--- config.mk ---
export PLATFORM = sky130hd
export DESIGN_NAME = fir_lut_loader
export DESIGN_NICKNAME = d
export VERILOG_FILES = /design/src/rtl/fir_lut_loader.sv
export SDC_FILE = /design/constraint.sdc
export NUM_CORES = 1
export LEC_CHECK = 0
export ABC_AREA = 1
export BUFFER_PORTS_ARGS = -buffer_cell sky130_fd_sc_hd__buf_2
export CORE_MARGIN = 4
export CORE_UTILIZATION = 46
export DETAILED_ROUTE_END_ITERATION = 16
export RECOVER_POWER = 50
export SLEW_MARGIN = 20
export SYNTH_ARGS = -nofsm -noshare
export SYNTH_HDL_FRONTEND = slang
export SYNTH_SLANG_ARGS = --single-unit
--- constraint.sdc ---
create_clock -name clk -period 11 [get_ports clk]
set_clock_uncertainty 0.05 [all_clocks]
set_input_delay 1.65 -clock clk [delete_from_list [all_inputs] [get_ports clk]]
set_output_delay 1.65 -clock clk [all_outputs]
set_load 0.02 [all_outputs]
--- src/rtl/fir_lut_loader.sv ---
// Distributed-arithmetic LUT loader: collects LUT_SIZE signed coefficients per LUT,
// then writes all 2^LUT_SIZE signed +/- partial sums, for NUM_LUTS LUTs per session.
module fir_lut_loader #(
    parameter int LUT_SIZE = 4,
    parameter int NUM_LUTS = 8,
    parameter int COEF_W   = 16,
    localparam int DATA_W  = COEF_W + $clog2(LUT_SIZE) + 1,
    localparam int LUT_W   = (NUM_LUTS > 1) ? $clog2(NUM_LUTS) : 1
) (
    input  logic                     clk,
    input  logic                     rst,
    input  logic                     start,
    input  logic signed [COEF_W-1:0] coef_data,
    input  logic                     coef_valid,
    output logic                     coef_ready,
    output logic                     wr_en,
    output logic [LUT_W-1:0]         wr_lut,
    output logic [LUT_SIZE-1:0]      wr_addr,
    output logic signed [DATA_W-1:0] wr_data,
    output logic                     busy,
    output logic                     done
);

    localparam int CNT_W = (LUT_SIZE > 1) ? $clog2(LUT_SIZE) : 1;
    localparam logic [CNT_W-1:0] LAST_COEF = CNT_W'(LUT_SIZE - 1);
    localparam logic [LUT_W-1:0] LAST_LUT  = LUT_W'(NUM_LUTS - 1);

    localparam logic [1:0] ST_IDLE    = 2'd0;
    localparam logic [1:0] ST_COLLECT = 2'd1;
    localparam logic [1:0] ST_BUILD   = 2'd2;
    localparam logic [1:0] ST_DONE    = 2'd3;

    logic [1:0]                state;
    logic [CNT_W-1:0]          coef_cnt;
    logic [LUT_W-1:0]          lut_cnt;
    logic [LUT_SIZE-1:0]       addr_cnt;
    logic signed [COEF_W-1:0]  slots [LUT_SIZE];
    logic signed [DATA_W-1:0]  entry_sum;
    logic signed [DATA_W-1:0]  term;

    // Terms are widened before negation so that -(-2^(COEF_W-1)) stays exact.
    always_comb begin
        entry_sum = '0;
        term      = '0;
        for (int i = 0; i < LUT_SIZE; i++) begin
            term = {{(DATA_W-COEF_W){slots[i][COEF_W-1]}}, slots[i]};
            if (addr_cnt[i])
                entry_sum = entry_sum + term;
            else
                entry_sum = entry_sum - term;
        end
    end

    always_ff @(posedge clk) begin
        if (!rst) begin
            state    <= ST_IDLE;
            coef_cnt <= '0;
            lut_cnt  <= '0;
            addr_cnt <= '0;
            wr_en    <= 1'b0;
            wr_lut   <= '0;
            wr_addr  <= '0;
            wr_data  <= '0;
            for (int i = 0; i < LUT_SIZE; i++)
                slots[i] <= '0;
        end else begin
            wr_en <= 1'b0;
            case (state)
                ST_IDLE, ST_DONE: begin
                    if (start) begin
                        state    <= ST_COLLECT;
                        lut_cnt  <= '0;
                        coef_cnt <= '0;
                    end
                end
                ST_COLLECT: begin
                    if (coef_valid) begin
                        slots[coef_cnt] <= coef_data;
                        if (coef_cnt == LAST_COEF) begin
                            state    <= ST_BUILD;
                            coef_cnt <= '0;
                            addr_cnt <= '0;
                        end else begin
                            coef_cnt <= coef_cnt + 1'b1;
                        end
                    end
                end
                ST_BUILD: begin
                    wr_en    <= 1'b1;
                    wr_lut   <= lut_cnt;
                    wr_addr  <= addr_cnt;
                    wr_data  <= entry_sum;
                    addr_cnt <= addr_cnt + 1'b1;
                    // The address counter wraps to 0 by width on the last entry.
                    if (addr_cnt == '1) begin
                        if (lut_cnt < LAST_LUT) begin
                            lut_cnt  <= lut_cnt + 1'b1;
                            coef_cnt <= '0;
                            state    <= ST_COLLECT;
                        end else begin
                            state <= ST_DONE;
                        end
                    end
                end
                default: state <= ST_IDLE;
            endcase
        end
    end

    assign coef_ready = (state == ST_COLLECT);
    assign busy       = (state == ST_COLLECT) || (state == ST_BUILD);
    assign done       = (state == ST_DONE);

endmodule

==> impl_metrics.tcl <==
set metrics [dict create \
    syn_avg_cell_area_sq_um 7.46 \
    clock_sinks 102 \
    synth_adder_area_share_pct 10.8 \
    synth_top_family_by_area "simple AND/OR/NAND/NOR gates" \
    fill_cells 1760 \
    synth-edff-count 64 \
    rr_startpoint "addr_cnt[1]" \
    ff_latch_area_sq_um 2680 \
    clock_latency_ps 370 \
    finalWorstPathRequiredPeriod_ps 5970 \
    numCtsBuffers 9 \
    overflow 0 \
    cts_root_buf "clkbuf_16" \
    multi_input_area_sq_um 4830 \
    startpoint "rst" \
    worstPathCellList "clkbuf_1 > inv_1 > nor2_1 > clkinv_1 > nor2_1 > nand2_1 > nand2_1" \
    yosysSeqAreaShare_pct 33.2 \
    fmax_mhz 167 \
    grt_pass1_vias 6369 \
    slew_headroom_pct -4.93 \
    powerDensity_nw_per_um2 253 \
    syn_nets 1173 \
    hold_viol_final 0 \
    switching_share_pct 50.2 \
    diodes 0 \
    htreeDepth 3 \
    critical_path_arrival_ps 5910 \
    antenna_left 0 \
    core_area_sq_um 17200 \
    power.internal_uw 1110 \
    synth-xor-area-share_pct 10.8 \
    start_util_pct 46.9 \
    worst-setup-path-type "input pin to flip-flop" \
    path_delay_family "buffers and inverters" \
    critical_path_required_ps 10940 \
    via_per_inst 5.22 \
    io_buffer_count 49 \
    ys_seq_elements 102 \
    p_comb_share_pct 64.9 \
    grt_start_max_net_pins 35 \
    ios 50 \
    row_count 48 \
    grt_antenna_before_repair 0 \
    r2r_slack_ps 5150 \
    end_kind "flip-flop" \
    grtUsageTotal_pct 21.4 \
    cts_buffer_depth 2 \
    nets 1219 \
    syn_area_sq_um 8090 \
    critical_path_depth 7 \
    switchingPower_uw 1120 \
    place_congestion 0.918 \
    drv_cap 1 \
    rsz0062_at_grt "no" \
    crit_end "slots[1][14]" \
    yosysUniqueCellTypes 50 \
    period_share_pct 54.3 \
    syn_inst 1085 \
    p_leak_uw 0.00409 \
    startpoint_type "input pin" \
    cts_tree "yes" \
    tightest_slew_ps 1570 \
    synthFlopType "edfxtp_1" \
    reg2reg_to "wr_data[12]" \
    layout_commonest_cell "nand2_1" \
    yosysWarningCount 0 \
    worstPathMaxFanout 29 \
    place_hpwl_um 17100 \
    synth_compound_area_share_pct 13.1 \
    postCtsHoldBufs 0 \
    dr_total_vias 7110 \
    die_w_um 141 \
    violations "capacitance limit, slew limit" \
    crit_buf_inv 3 \
    clkTransAtPathRegs_ps 70 \
    finalWirelength_um 21000 \
    area_growth_pct 8.95 \
    whs_ps 412 \
    cts_resized 0 \
    status "finished with violations" \
    slew_viol_final 30 \
    synth_mux_area_share_pct 0 \
    drt-pass1-iter-count 5 \
    min_from "wr_lut[2]" \
    setup_viol 0 \
    cts_setup_buffers 0 \
    die_h_um 141 \
    crit_path_max_incr_delay_ps 1120 \
    critPathSlowestCell "clkbuf_1" \
    grt_pass1_wl_um 33500 \
    drc 0 \
    tns_ps 0 \
    drive_gt1_share_pct 5.99 \
    avgRoutedWirePerCell_um 15.4 \
    dieArea_sq_um 19800 \
    synth-simple-area-share_pct 25.0 \
    ir_drop_mv 0.147 \
    r2r_cells 25 \
    p_clk_share_pct 14.4 \
    synthArstFlopShare_pct 0 \
    hold_class "flip-flop to flip-flop" \
    seqPwrFrac_pct 20.7 \
    drt-initial-drc-count 476 \
    final_cell_mix "199 x nand2_1, 177 x nor2_1, 128 x inv_1, 78 x a21oi_1, 73 x xor2_1" \
]
[flip-flops by register name, summed over array words and instances, names as in the netlist]
register / count
coef_cnt: 2
slots: 64
wr_en: 1
wr_addr: 4
wr_lut: 3
lut_cnt: 3
addr_cnt: 4
state: 2
wr_data: 19
[worst min-delay path, stage by stage, from the launching register on]
cell	delay (ps)
dfxtp_1	310
nand2_1	60
a21oi_1	50
[per-stage QoR]
| step | setup slack (ps) | cells | utilization, % | power, uW | area [sq um] |
|---|---|---|---|---|---|
| 2_1_floorplan | 6140 | 1085 | - | 1560 | 8090 |
| 3_3_place_gp | 5200 | 1345 | 49.7 | 1910 | 8570 |
| 3_5_place_dp | 5210 | 1345 | 49.7 | 1910 | 8570 |
| 4_1_cts | 5200 | 1361 | 51.4 | 2240 | 8860 |
| 5_1_grt | 4540 | 1361 | 51.1 | 2460 | 8810 |
| 6_report | 5030 | 1361 | 51.1 | 2230 | 8810 |
[layer usage]
metal  GRT usage (%)  share of wire, %
met1            31.5                49
met2            33.4                44
met3            3.60               5.4
met4            3.67              0.70
met5               0                 0
[cell type report]
| cell class | count | share of cell area, % |
|---|---|---|
| Clock inverter | 7 | 0.710 |
| Multi-Input combinational cell | 832 | 54.8 |
| Clock buffer | 9 | 2.56 |
| Timing Repair Buffer | 54 | 2.68 |
| Tap cell | 225 | 3.19 |
| Inverter | 132 | 5.62 |
| Sequential cell | 102 | 30.4 |
[power groups by stage]
stage | clock (uW) | combinational (uW) | sequential, uW
detailed placement | 0 | 1440 | 469
global placement | 0 | 1440 | 469
CTS | 328 | 1450 | 460
floorplan | 0 | 1090 | 474
global route | 345 | 1650 | 464
finish | 322 | 1450 | 461
[logic make-up after synthesis]
family | Yosys count
adders and majority gates | 68
DFF | 102
buffers and inverters | 151
xor gates and xnor gates | 100
AOI/OAI and AO/OA | 188
and+or+nand+nor | 476
[cells in the mapped netlist (all sizes together) (14+ instances only)]
library cell	count	share of area (%)
edfxtp	64	24
xnor2	27	2.9
dfxtp	38	9.4
ha	65	10
xor2	73	7.9
nor2	183	8.7
a21oi	81	5.2
inv	129	6.0
nand2	206	9.8
nand3	49	3.4
nor3	14	1.1
clkbuf	15	0.70
o21ai	65	4.1
[how the worst min path moves through the flow]
stage	end	slack (ps)	cells past startpoint
floorplan	wr_lut[2]	420	2
global placement	wr_lut[2]	400	2
detailed placement	wr_lut[2]	400	2
CTS	wr_lut[2]	410	2
global route	wr_lut[2]	450	2
finish	wr_lut[2]	410	2
Power figures use the tool's default switching activity.
